`config.mk`:
```
export PLATFORM = sky130hd
export DESIGN_NAME = fp_div_seq_flat
export DESIGN_NICKNAME = d
export VERILOG_FILES = /design/src/rtl/fp_pkg.sv /design/src/rtl/fp_div_seq_if.sv /design/src/rtl/fp_div_step.sv /design/src/rtl/fp_div_seq.sv /design/src/flat_wrapper.sv
export SDC_FILE = /design/constraint.sdc
export NUM_CORES = 1
export LEC_CHECK = 0
export CAP_MARGIN = 10
export CORE_MARGIN = 5
export CORE_UTILIZATION = 50
export DETAILED_ROUTE_END_ITERATION = 8
export HOLD_SLACK_MARGIN = 0.1
export PLACE_DENSITY = 0.71
export SKIP_CTS_REPAIR_TIMING = 1
export SYNTH_ARGS = -nofsm -noshare
export SYNTH_HDL_FRONTEND = slang
export SYNTH_HIERARCHICAL = 1
export SYNTH_SLANG_ARGS = --single-unit
```
`constraint.sdc`:
```
create_clock -name clk -period 15.1 [get_ports clk]
set_clock_uncertainty 0.15 [all_clocks]
set_input_delay 4.53 -clock clk [delete_from_list [all_inputs] [get_ports clk]]
set_output_delay 4.53 -clock clk [all_outputs]
set_load 0.02 [all_outputs]
```
`src/rtl/fp_pkg.sv`:
```
// Shared fixed-point package: default format, saturation limits,
// ALU op encodings and the divider state encoding.
package fp_pkg;

    localparam int FP_N    = 32;
    localparam int FP_FRAC = FP_N / 2;

    // Saturation limits for the default word width.
    localparam logic [FP_N-1:0] FP_MAX = {1'b0, {(FP_N-1){1'b1}}};
    localparam logic [FP_N-1:0] FP_MIN = {1'b1, {(FP_N-1){1'b0}}};

    // Saturation limits for any width up to 64 bits; callers slice [n-1:0].
    function automatic logic [63:0] fp_max_of(input int n);
        return (64'd1 << (n - 1)) - 64'd1;
    endfunction

    function automatic logic [63:0] fp_min_of(input int n);
        return 64'd1 << (n - 1);
    endfunction

    typedef enum logic [1:0] {
        ALU_ADD = 2'd0,
        ALU_SUB = 2'd1,
        ALU_MUL = 2'd2,
        ALU_DIV = 2'd3
    } alu_op_t;

    typedef enum logic [1:0] {
        IDLE = 2'd0,
        CALC = 2'd1,
        FIX  = 2'd2,
        DONE = 2'd3
    } div_state_t;

endpackage

```
`src/rtl/fp_div_seq_if.sv`:
```
// Operand/result handshake bundle for the sequential divider.
interface fp_div_seq_if #(parameter int N = 32);

    logic         in_valid;
    logic         in_ready;
    logic [N-1:0] a;
    logic [N-1:0] b;
    logic         out_valid;
    logic         out_ready;
    logic [N-1:0] result;
    logic         div_by_zero;
    logic         overflow;

    modport master (
        output in_valid, a, b, out_ready,
        input  in_ready, out_valid, result, div_by_zero, overflow
    );

    modport slave (
        input  in_valid, a, b, out_ready,
        output in_ready, out_valid, result, div_by_zero, overflow
    );

endinterface

```
`src/rtl/fp_div_step.sv`:
```
// One combinational restoring-division step: shift in a dividend bit,
// trial-subtract the divisor, keep the difference if it did not go negative.
module fp_div_step #(
    parameter int N = 32
) (
    input  logic [N:0]   rem,
    input  logic [N-1:0] divisor,
    input  logic         dbit,
    output logic [N:0]   rem_next,
    output logic         qbit
);

    logic [N+1:0] shifted;
    logic [N+1:0] diff;

    // The remainder is always below the divisor, so one extra bit of
    // headroom on the shifted value is enough to avoid losing the MSB.
    always_comb begin
        shifted  = {rem, dbit};
        diff     = shifted - {2'b00, divisor};
        qbit     = (shifted >= {2'b00, divisor});
        rem_next = qbit ? diff[N:0] : shifted[N:0];
    end

endmodule

```
`src/rtl/fp_div_seq.sv`:
```
// Sequential signed fixed-point divider: (a << FRAC) / b, one quotient
// bit per clock, truncating toward zero and saturating on overflow or b == 0.
module fp_div_seq
    import fp_pkg::*;
#(
    parameter int N    = FP_N,
    parameter int FRAC = FP_FRAC
) (
    input logic        clk,
    input logic        rst,
    fp_div_seq_if.slave bus
);

    localparam int STEPS = N + FRAC;
    localparam int CW    = $clog2(STEPS + 1);
    localparam logic [CW-1:0] LAST = CW'(STEPS - 1);
    localparam logic [63:0]  SAT_MAX_W = fp_max_of(N);
    localparam logic [63:0]  SAT_MIN_W = fp_min_of(N);
    localparam logic [N-1:0] SAT_MAX = SAT_MAX_W[N-1:0];
    localparam logic [N-1:0] SAT_MIN = SAT_MIN_W[N-1:0];

    div_state_t state, state_next;

    logic             sign;
    logic             b_zero;
    logic [N-1:0]     mag_b;
    logic [STEPS-1:0] dvd;
    logic [STEPS-1:0] quo;
    logic [N:0]       rem;
    logic [CW-1:0]    cnt;
    logic [N-1:0]     res_q;
    logic             dz_q;
    logic             ovf_q;

    logic             accept;
    logic [N-1:0]     mag_a_in;
    logic [N-1:0]     mag_b_in;
    logic [N:0]       rem_next;
    logic             qbit;
    logic [N-1:0]     fix_result;
    logic             fix_ovf;
    logic             q_hi;
    logic [N-1:0]     q_lo;

    assign accept   = bus.in_valid && bus.in_ready;
    // 0x8000... negates to itself, which is exactly its unsigned magnitude.
    assign mag_a_in = bus.a[N-1] ? (~bus.a + 1'b1) : bus.a;
    assign mag_b_in = bus.b[N-1] ? (~bus.b + 1'b1) : bus.b;

    assign bus.in_ready    = (state == IDLE) && !rst;
    assign bus.out_valid   = (state == DONE);
    assign bus.result      = res_q;
    assign bus.div_by_zero = dz_q;
    assign bus.overflow    = ovf_q;

    fp_div_step #(.N(N)) u_step (
        .rem      (rem),
        .divisor  (mag_b),
        .dbit     (dvd[STEPS-1]),
        .rem_next (rem_next),
        .qbit     (qbit)
    );

    // State register.
    always_ff @(posedge clk or posedge rst) begin
        if (rst) state <= IDLE;
        else     state <= state_next;
    end

    // Next-state: zero divisor skips the iteration and goes straight to FIX.
    always_comb begin
        state_next = state;
        case (state)
            IDLE: if (accept) state_next = (bus.b == '0) ? FIX : CALC;
            CALC: if (cnt == LAST) state_next = FIX;
            FIX:  state_next = DONE;
            DONE: if (bus.out_ready) state_next = IDLE;
            default: state_next = IDLE;
        endcase
    end

    // Sign application and saturation of the STEPS-bit unsigned quotient.
    always_comb begin
        q_hi       = |quo[STEPS-1:N];
        q_lo       = quo[N-1:0];
        fix_result = q_lo;
        fix_ovf    = 1'b0;
        if (b_zero) begin
            fix_result = sign ? SAT_MIN : SAT_MAX;
        end else if (!sign) begin
            if (q_hi || q_lo[N-1]) begin
                fix_result = SAT_MAX;
                fix_ovf    = 1'b1;
            end
        end else begin
            if (q_hi || (q_lo[N-1] && |q_lo[N-2:0])) begin
                fix_result = SAT_MIN;
                fix_ovf    = 1'b1;
            end else begin
                fix_result = ~q_lo + 1'b1;
            end
        end
    end

    // Operand capture, restoring iteration and result load.
    always_ff @(posedge clk or posedge rst) begin
        if (rst) begin
            sign   <= 1'b0;
            b_zero <= 1'b0;
            mag_b  <= '0;
            dvd    <= '0;
            quo    <= '0;
            rem    <= '0;
            cnt    <= '0;
            res_q  <= '0;
            dz_q   <= 1'b0;
            ovf_q  <= 1'b0;
        end else begin
            case (state)
                IDLE: if (accept) begin
                    // With b == 0 the sign reduces to a's sign, which picks the rail.
                    sign   <= bus.a[N-1] ^ bus.b[N-1];
                    b_zero <= (bus.b == '0);
                    mag_b  <= mag_b_in;
                    dvd    <= {mag_a_in, {FRAC{1'b0}}};
                    quo    <= '0;
                    rem    <= '0;
                    cnt    <= '0;
                end
                CALC: begin
                    rem <= rem_next;
                    quo <= {quo[STEPS-2:0], qbit};
                    dvd <= dvd << 1;
                    cnt <= cnt + 1'b1;
                end
                FIX: begin
                    res_q <= fix_result;
                    dz_q  <= b_zero;
                    ovf_q <= fix_ovf;
                end
                default: ;
            endcase
        end
    end

endmodule

```
`src/flat_wrapper.sv`:
```
// flat-port wrapper written by rule: the top's interface ports become plain ports
module fp_div_seq_flat import fp_pkg::*;
#(
    parameter int N    = FP_N,
    parameter int FRAC = FP_FRAC
)
  (clk, rst, bus_in_valid, bus_a, bus_b, bus_out_ready, bus_in_ready, bus_out_valid, bus_result, bus_div_by_zero, bus_overflow);
  fp_div_seq_if #(.N(N)) bus_i ();
  input logic clk;
  input logic rst;
  input wire logic [$bits(bus_i.in_valid)-1:0] bus_in_valid;
  input wire logic [$bits(bus_i.a)-1:0] bus_a;
  input wire logic [$bits(bus_i.b)-1:0] bus_b;
  input wire logic [$bits(bus_i.out_ready)-1:0] bus_out_ready;
  output wire logic [$bits(bus_i.in_ready)-1:0] bus_in_ready;
  output wire logic [$bits(bus_i.out_valid)-1:0] bus_out_valid;
  output wire logic [$bits(bus_i.result)-1:0] bus_result;
  output wire logic [$bits(bus_i.div_by_zero)-1:0] bus_div_by_zero;
  output wire logic [$bits(bus_i.overflow)-1:0] bus_overflow;
  assign bus_i.in_valid = bus_in_valid;
  assign bus_i.a = bus_a;
  assign bus_i.b = bus_b;
  assign bus_i.out_ready = bus_out_ready;
  assign bus_in_ready = bus_i.in_ready;
  assign bus_out_valid = bus_i.out_valid;
  assign bus_result = bus_i.result;
  assign bus_div_by_zero = bus_i.div_by_zero;
  assign bus_overflow = bus_i.overflow;
  fp_div_seq #(.N(N), .FRAC(FRAC)) u_core (.clk(clk), .rst(rst), .bus(bus_i));
endmodule
```
# After elaboration in Yosys (flattened, before gate mapping)
# Index checks and enable logic that the tools add are counted.
# totals
word_cells	67
out_inout_bits	36
ff_bits	205
# op_classes
n_reduce_logical	14
addsub	5
eq_ne	7
mux	25
magnitude_cmp	1
bitwise_logic	4
# ops
operator	n
$mux W32	7
$pmux W48 S2	2
$add A32 B1 Y32 const B	3
$mux W48	2
$not A32 Y32	3
$mux W33	2
$pmux W33 S2	1
$ge A34 B32 Y1	1
$sub A33 B32 Y33	1
$logic_not A32 Y1	1
$reduce_or A31 Y1	1
$reduce_or A16 Y1	1
$pmux W6 S2	1
$mux W2	4
$pmux W2 S4	1
$add A6 B1 Y6 const B	1
$eq A6 B6 Y1 const B	1
$mux W6	1
$eq A2 B2 Y1 const B	2
$mux W1	4
$ne A2 B1 Y1 const B	2
$reduce_and A2 Y1	2
$logic_and A1 B1 Y1	3
$reduce_and A3 Y1	1
other kinds (7)	8

# Depth between registers and ports, before layout
# Gate-level depths: netlist (run 1).
# depth
word_depth	6
ltp_mapped	15

# By module
# Netlist (run 1), hierarchy kept.
# modules_own_cells
mod	seq_area_each_um2	cells_per_inst	area_per_inst_um2	n_inst
fp_div_seq	4729.5	975	9542.9	1
fp_div_step	0.0	346	2190.9	1

# Worst setup path before layout (run 1)
# Ideal clock, no wire load.
# synth_timing
kind	input to output
startpoint	input rst
endpoint	output bus_in_ready
arrival_time_ns	4.834
setup_slack_ns	5.586
required_time_ns	10.420
cell_stages	1
n_path_buf	0
path_cell_list	nor2b_1
# synth_between
elab_chain_len	2
# synth_rtl
item	line_no	text
from (decl)	flat_wrapper.sv:10	input logic rst;
$logic_not A1 Y1	fp_div_seq.sv:50	assign bus.in_ready = (state == IDLE) && !rst;
$logic_and A1 B1 Y1	fp_div_seq.sv:50	
to (decl)	flat_wrapper.sv:15	output wire logic [$bits(bus_i.in_ready)-1:0] bus_in_ready;
# No other way between the ends.

# Worst setup path after layout (run 1)
# Ends and elaborated chain as after synthesis.

==> metrics.log, run 1 <==
[metrics] outcome: finished clean
[metrics] insertion delay to the later sink of the worst-skew pair: 0.44 ns
[metrics] number of violations reported at the end of detailed-routing iteration 0: 760
[metrics] switching power share of the total: 0.4684
[metrics] Avg WL per Cell: 16.63 um
[metrics] Int Pwr: 1746 uW
[metrics] number of nets with antenna violations after detailed routing: 0
[metrics] Max-slew headroom: 0.2565
[metrics] source of the worst register-to-register timing path: u_core/dvd[47]$_DFFE_PP0P_
[metrics] sequential cell area in the final layout: 4730 um^2
[metrics] Avg Cell Area, Syn: 8.882 um^2
[metrics] height of the chip: 163.2 um
[metrics] share of async-settable or async-resettable flops after synthesis: 1.000
[metrics] routed wire length: 28.18 mm
[metrics] final net count: 1473
[metrics] FILL cells: 2129
[metrics] Hold Crit Endpoint: u_core/mag_b[23]$_DFFE_PP0P_
[metrics] beginning of the worst hold path: u_core/mag_b[23]$_DFFE_PP0P_
[metrics] clock-pin transition on the worst setup and hold timing paths: 0.07 ns
[metrics] Worst Setup Start Kind: primary input
[metrics] critical register-to-register path endpoint: u_core/rem[32]$_DFFE_PP0P_
[metrics] period utilisation layout: 0.6951
[metrics] biggest area contributors in the synthesized netlist: sky130_fd_sc_hd__dfrtp_1 40%, sky130_fd_sc_hd__a22o_1 5.7%, sky130_fd_sc_hd__xor2_1 4.9%
[metrics] Core Area: 23260 um^2
[metrics] cell count after synthesis: 1321
[metrics] maximum level of the CTS H-tree: 4
[metrics] vias in the first global route: 9493
[metrics] initial antenna violation count: 0
[metrics] reg-to-reg slack, setup: 11.15 ns
[metrics] top cell types by occurrence after synthesis: 189 x sky130_fd_sc_hd__dfrtp_1, 123 x sky130_fd_sc_hd__nand2_1, 110 x sky130_fd_sc_hd__o21ai_0
[metrics] measured slew at the worst slew-check pin: 1.115 ns
[metrics] number of detailed-routing iterations run before antenna repair: 5
[metrics] min setup slack post-route: 4.603 ns
[metrics] CP required: 10.42 ns
[metrics] worst supply voltage drop on vdd: 0.1029 mV
[metrics] count of buffers inserted at the top-level ports: 103
[metrics] largest net degree at the start of global routing: 124
[metrics] clk sinks: 189
[metrics] most frequent cell after synthesis: sky130_fd_sc_hd__dfrtp_1
[metrics] kind of end point of the critical path: output pin
[metrics] overall track demand over capacity in global routing: 0.2156
[metrics] CTS tree: done
[metrics] setup tns final: 0 ns
[metrics] Die Span X: 163.2 um
[metrics] multi-input combinational cell area: 6405 um^2
[metrics] root cell of the clock tree: sky130_fd_sc_hd__clkbuf_16
[metrics] unrepaired setup endpoints after global routing: no
[metrics] main flop type after synthesis: sky130_fd_sc_hd__dfrtp_1
[metrics] Design Area, Final: 13510 um^2
[metrics] Final Hold Viols: 0
[metrics] highest attainable clock frequency: 0.09527 GHz
[metrics] area delta synth->final: 15.15%
[metrics] Post-DP HPWL: 19.00 mm
[metrics] DIE AREA: 26630 um^2
[metrics] Max Slew Vio Count: 0
[metrics] Worst EP arrival: 5.82 ns
[metrics] routability congestion estimate: 0.8634
[metrics] logic depth of the worst register-to-register path: 15
[metrics] EDFF count, synth: 0
[metrics] Max-cap violations: 0
[metrics] Std-Cell Rows: 56
[metrics] depth of the worst hold-timing path: 2
[metrics] share of power burned in registers: 0.252
[metrics] syn_nets: 1431
[metrics] Yosys reg bits: 189
[metrics] part of the Yosys area used for sequential elements: 0.4031
[metrics] Via Count: 9970
[metrics] number of design rule violations left after detail routing: 0
[metrics] Starting Density: 0.5044
[metrics] relative contribution of the clock network to total power: 0.136
[metrics] clock buffer depth: 2
[metrics] P_sw: 1538 uW
[metrics] Num CTS Buffers: 17
[metrics] via/cell ratio: 5.885
[metrics] worst min-delay path category: reg2reg
[metrics] Setup-failing EPs final: 0
[metrics] total cell area at the placement stage: 12920 um^2
[metrics] diodes inserted: 0
[metrics] static leakage power: 0.005878 uW
[metrics] area of the mapped netlist: 11730 um^2
[metrics] total I/O pin count: 104
[metrics] count of unique library cells instantiated by Yosys: 73
[metrics] part of the power in combinational logic: 0.612
[metrics] area fraction of the dominant cell type after synthesis: 0.4031
[metrics] Cell Pwr Density: 243.1 nW/um^2
[metrics] post-placement setup slack: 4.581 ns
[metrics] ratio of cells with drive above 1 in the final layout: 0.05745
[metrics] critical path class: in2out
[metrics] number of warning messages in the yosys log: 6
[metrics] clock period minus final worst setup slack: 10.50 ns
[metrics] area leader, netlist: sky130_fd_sc_hd__dfrtp_1
[metrics] Crit Path Max Fanout: 3
[metrics] remaining global-route overflow: 0
[metrics] first-pass GRT wire length: 47.60 mm
per-layer routing:
metal | share of wire | vias to the layer above | track usage
li1 | - | 4863 | -
met5 | 0 | - | 0
met1 | 0.49 | 4831 | 0.3235
met3 | 0.048 | 25 | 0.03230
met4 | 0.011 | 0 | 0.05109
met2 | 0.45 | 251 | 0.3302
power groups by stage:
| stage | combinational [uW] | clock (uW) | sequential, uW |
|---|---|---|---|
| final | 2010 | 448 | 827 |
| after global routing | 2240 | 479 | 851 |
| after CTS | 2000 | 459 | 826 |
| after global placement | 1950 | 0 | 827 |
| after detailed placement | 1990 | 0 | 834 |
| after floorplan | 1520 | 0 | 837 |
state kept, by name, indices dropped and copies added (netlist names), 2 cells and up:
signal             flops
u_core/dvd            32
u_core/cnt             6
u_core/rem            33
u_core/bus.result     32
u_core/quo            48
u_core/mag_b          32
u_core/state           2
worst max-delay path by stage:
stage                     from                   endpoint  slack, ns  cells past startpoint
after floorplan            rst  u_core/b_zero$_DFFE_PP0P_       5.28                      1
after global placement     rst               bus_in_ready       4.59                      3
after detailed placement   rst               bus_in_ready       4.58                      3
after CTS                  rst               bus_in_ready       4.59                      3
after global routing       rst               bus_in_ready       4.55                      3
final                      rst               bus_in_ready       4.60                      3
logic make-up (layout without fill, tap and decap cells):
family | after synthesis | count (layout) | synth area share
adders and majority gates | 42 | 42 | 0.04543
and+or+nand+nor | 377 | 377 | 0.1562
DFF | 189 | 189 | 0.4031
AOI/OAI and AO/OA | 434 | 434 | 0.2542
buffers and inverters | 164 | 218 | 0.05321
muxes | 14 | 14 | 0.01248
xor gates and xnor gates | 101 | 101 | 0.07539
critical path, stage by stage:
cell and delay (ns):
sky130_fd_sc_hd__clkdlybuf4s50_1 0.52, sky130_fd_sc_hd__nor2b_1 0.15, sky130_fd_sc_hd__clkdlybuf4s50_1 0.61
stage by stage:
| step | util | hold slack [ns] | cells | total power (uW) |
|---|---|---|---|---|
| floorplan | - | 0.2932 | 1321 | 2353 |
| global placement | 0.5555 | 0.3096 | 1663 | 2772 |
| detailed placement | 0.5555 | 0.3160 | 1663 | 2820 |
| CTS | 0.5808 | 0.3343 | 1694 | 3287 |
| global route | 0.5808 | 0.3563 | 1694 | 3568 |
| finish | 0.5808 | 0.3279 | 1694 | 3284 |
cells in the final DEF (no fill, tap or decap), drive strengths merged, types with 18 or more instances in the layout:
master	synthesis	final
ha	41	41
xor2	65	65
xnor2	36	36
nor4	19	19
o21ai	118	118
nor3	22	22
nor2	98	98
a21oi	84	84
inv	74	80
clkdlybuf4s50	0	103
clkbuf	80	18
o211ai	23	23
o221ai	21	21
or3	22	22
dfrtp	189	189
a22o	77	77
nand2	123	123
final cells by class:
class                   count  area share
clock buffers              18     0.03250
clock inverters            13     0.01120
inverters                  75     0.02139
multi-input cells         968      0.4740
flip-flops and latches    189      0.3500
well taps                 319     0.02954
repair buffers            112     0.08130
Power figures use the tool's default switching activity.
==> run 2, diff against run 1 <==
Clock period 15.1 ns to 10.8 ns, I/O delays scaled along.
==> metrics.log, run 2 (same netlist as run 1, synthesis figures left out) <==
[metrics] kind of end point of the critical path: output pin
[metrics] height of the chip: 163.2 um (unchanged)
[metrics] Regs by FF count: u_core/quo: 48 flops, u_core/rem: 33 flops
[metrics] remaining global-route overflow: 0 (unchanged)
[metrics] ratio of cells with drive above 1 in the final layout: 0.05741 (about the same)
[metrics] initial antenna violation count: 0 (unchanged)
[metrics] total cell area at the placement stage: 12920 um^2 (unchanged)
[metrics] Worst EP arrival: 4.52 ns (-1.30 ns)
[metrics] longest individual stage delay on the worst path: 0.62 ns (about the same)
[metrics] period utilisation layout: 0.7327
[metrics] Max-slew headroom: 0.2316 (-0.02490)
[metrics] Max-cap violations: 0 (unchanged)
[metrics] via/cell ratio: 5.847 (-0.65%)
[metrics] count of buffers inserted at the top-level ports: 103 (unchanged)
[metrics] crit-path cells: clkdlybuf4s50_1 > nor2b_1 > clkdlybuf4s50_1
[metrics] Std-Cell Rows: 56 (unchanged)
[metrics] area delta synth->final: 14.94%
[metrics] Setup-failing EPs final: 0 (unchanged)
[metrics] number of violations reported at the end of detailed-routing iteration 0: 878 (+16%)
[metrics] setup tns final: 0 ns (unchanged)
[metrics] post-placement setup slack: 2.877 ns (-1.705 ns)
[metrics] clock period minus final worst setup slack: 7.913 ns
[metrics] CTS tree: done
[metrics] count of cell instances traversed by the critical path: 3 (unchanged)
[metrics] most common library cell in the layout ignoring fill and taps: sky130_fd_sc_hd__dfrtp_1
[metrics] number of flip-flops under the largest register name: 48 (unchanged)
[metrics] final net count: 1473 (unchanged)
[metrics] number of nets with antenna violations after detailed routing: 0 (unchanged)
[metrics] CP required: 7.41 ns (-3.01 ns)
[metrics] Final Hold Viols: 0 (unchanged)
[metrics] min setup slack post-route: 2.887 ns (-1.717 ns)
[metrics] beginning of the worst hold path: u_core/bus.result[15]$_DFFE_PP0P_
[metrics] Design Area, Final: 13490 um^2 (-0.19%)
[metrics] critical register-to-register path endpoint: u_core/rem[31]$_DFFE_PP0P_
[metrics] vias in the first global route: 9378 (-1.2%)
[metrics] Via Count: 9911 (-0.59%)
[metrics] overall track demand over capacity in global routing: 0.2123 (-0.003305)
[metrics] Core Area: 23260 um^2 (unchanged)
[metrics] static leakage power: 0.005863 uW (-0.25%)
[metrics] Die Span X: 163.2 um (unchanged)
[metrics] Post-DP HPWL: 18.87 mm (-0.67%)
[metrics] highest attainable clock frequency: 0.1264 GHz
[metrics] first-pass GRT wire length: 47.13 mm (-1.0%)
[metrics] most used cells in the layout excluding fill and tap cells: 189 x sky130_fd_sc_hd__dfrtp_1, 123 x sky130_fd_sc_hd__nand2_1, 109 x sky130_fd_sc_hd__o21ai_0
[metrics] routed wire length: 27.94 mm (-0.86%)
[metrics] Num CTS Buffers: 17 (unchanged)
[metrics] most frequent CP cell: sky130_fd_sc_hd__clkdlybuf4s50_1
[metrics] insertion delay to the later sink of the worst-skew pair: 0.43 ns (about the same)
[metrics] Worst Setup Start Kind: primary input
[metrics] Max Slew Vio Count: 0 (unchanged)
[metrics] Starting Density: 0.5044 (unchanged)
[metrics] Avg WL per Cell: 16.48 um (-0.92%)
[metrics] reg-to-reg slack, setup: 6.83 ns (-4.32 ns)
[metrics] slowest cell on the critical path: sky130_fd_sc_hd__clkdlybuf4s50_1
[metrics] worst min-delay path category: reg2reg
[metrics] routability congestion estimate: 0.8655 (+0.24%)
[metrics] clock-pin transition on the worst setup and hold timing paths: 0.08 ns (about the same)
[metrics] Top reg by flops: u_core/quo
[metrics] total I/O pin count: 104 (unchanged)
[metrics] logic depth of the worst register-to-register path: 15 (unchanged)
[metrics] largest net degree at the start of global routing: 125 (+0.81%)
[metrics] clock buffer depth: 2 (unchanged)
[metrics] clk sinks: 189 (unchanged)
[metrics] utilization after layout: 0.5798 (-0.001076)
[metrics] number of detailed-routing iterations run before antenna repair: 7 (+2)
[metrics] measured slew at the worst slew-check pin: 1.153 ns (+0.03735 ns)
[metrics] gate family responsible for the most delay along the worst path: buffers and inverters
[metrics] worst supply voltage drop on vdd: 0.1332 mV (+29%)
[metrics] number of design rule violations left after detail routing: 0 (unchanged)
[metrics] Crit Path Max Fanout: 3 (unchanged)
[metrics] Hold Crit Endpoint: u_core/bus.result[15]$_DFFE_PP0P_
[metrics] Cell Pwr Density: 338.1 nW/um^2 (+39%)
[metrics] CP Buf/Inv Count: 2 (unchanged)
[metrics] unrepaired setup endpoints after global routing: no
[metrics] outcome: finished clean
[metrics] source of the worst register-to-register timing path: u_core/dvd[47]$_DFFE_PP0P_
[metrics] critical path class: in2out
[metrics] root cell of the clock tree: sky130_fd_sc_hd__clkbuf_16
[metrics] maximum level of the CTS H-tree: 4 (unchanged)
[metrics] depth of the worst hold-timing path: 1 (-1)
[metrics] DIE AREA: 26630 um^2 (unchanged)
[metrics] diodes inserted: 0 (unchanged)
## run 2: cell types whose count changed in the layout (fill, tap and decap cells not counted), sizes merged
cell      change
clkinv        -3
clkinvlp      +2
clkbuf        +1
inv           +1
## run 2: final cells by class
type	count	area, um^2
flip-flops and latches	189	4730
fillers	2109	9776
clock buffers	19	442.9
clock inverters	13	122.6
inverters	75	289.0
multi-input cells	968	6405
well taps	319	399.1
repair buffers	112	1099
## run 2: worst max path at each step
| stage | start | to | slack (ns) |
|---|---|---|---|
| floorplan | rst | u_core/b_zero$_DFFE_PP0P_ | 2.27 |
| global placement | rst | bus_in_ready | 2.88 |
| detailed placement | rst | bus_in_ready | 2.88 |
| CTS | rst | bus_in_ready | 2.87 |
| global route | rst | bus_in_ready | 2.86 |
| finish | rst | bus_in_ready | 2.89 |
## run 2: layer usage
metal  up-vias  global-route usage  share of wire
li1       4864                   -              -
met1      4763              0.3188           0.49
met2       263              0.3294           0.45
met3        21             0.02877          0.048
met4         0             0.04575         0.0096
met5         -                   0              0
## run 2: per-stage QoR
stage / total power [uW] / std cells / hold WS (ns)
global route: 4964 / 1695 / 0.3541
CTS: 4569 / 1695 / 0.3343
global placement: 3871 / 1663 / 0.3102
detailed placement: 3937 / 1663 / 0.3163
finish: 4560 / 1695 / 0.3313
floorplan: 3290 / 1321 / 0.2932
## run 2: power breakdown
group          switching, uW  internal, uW  leakage [uW]
combinational           1640          1160       0.00318
sequential               187           966       0.00241
clock                    297           311      0.000273
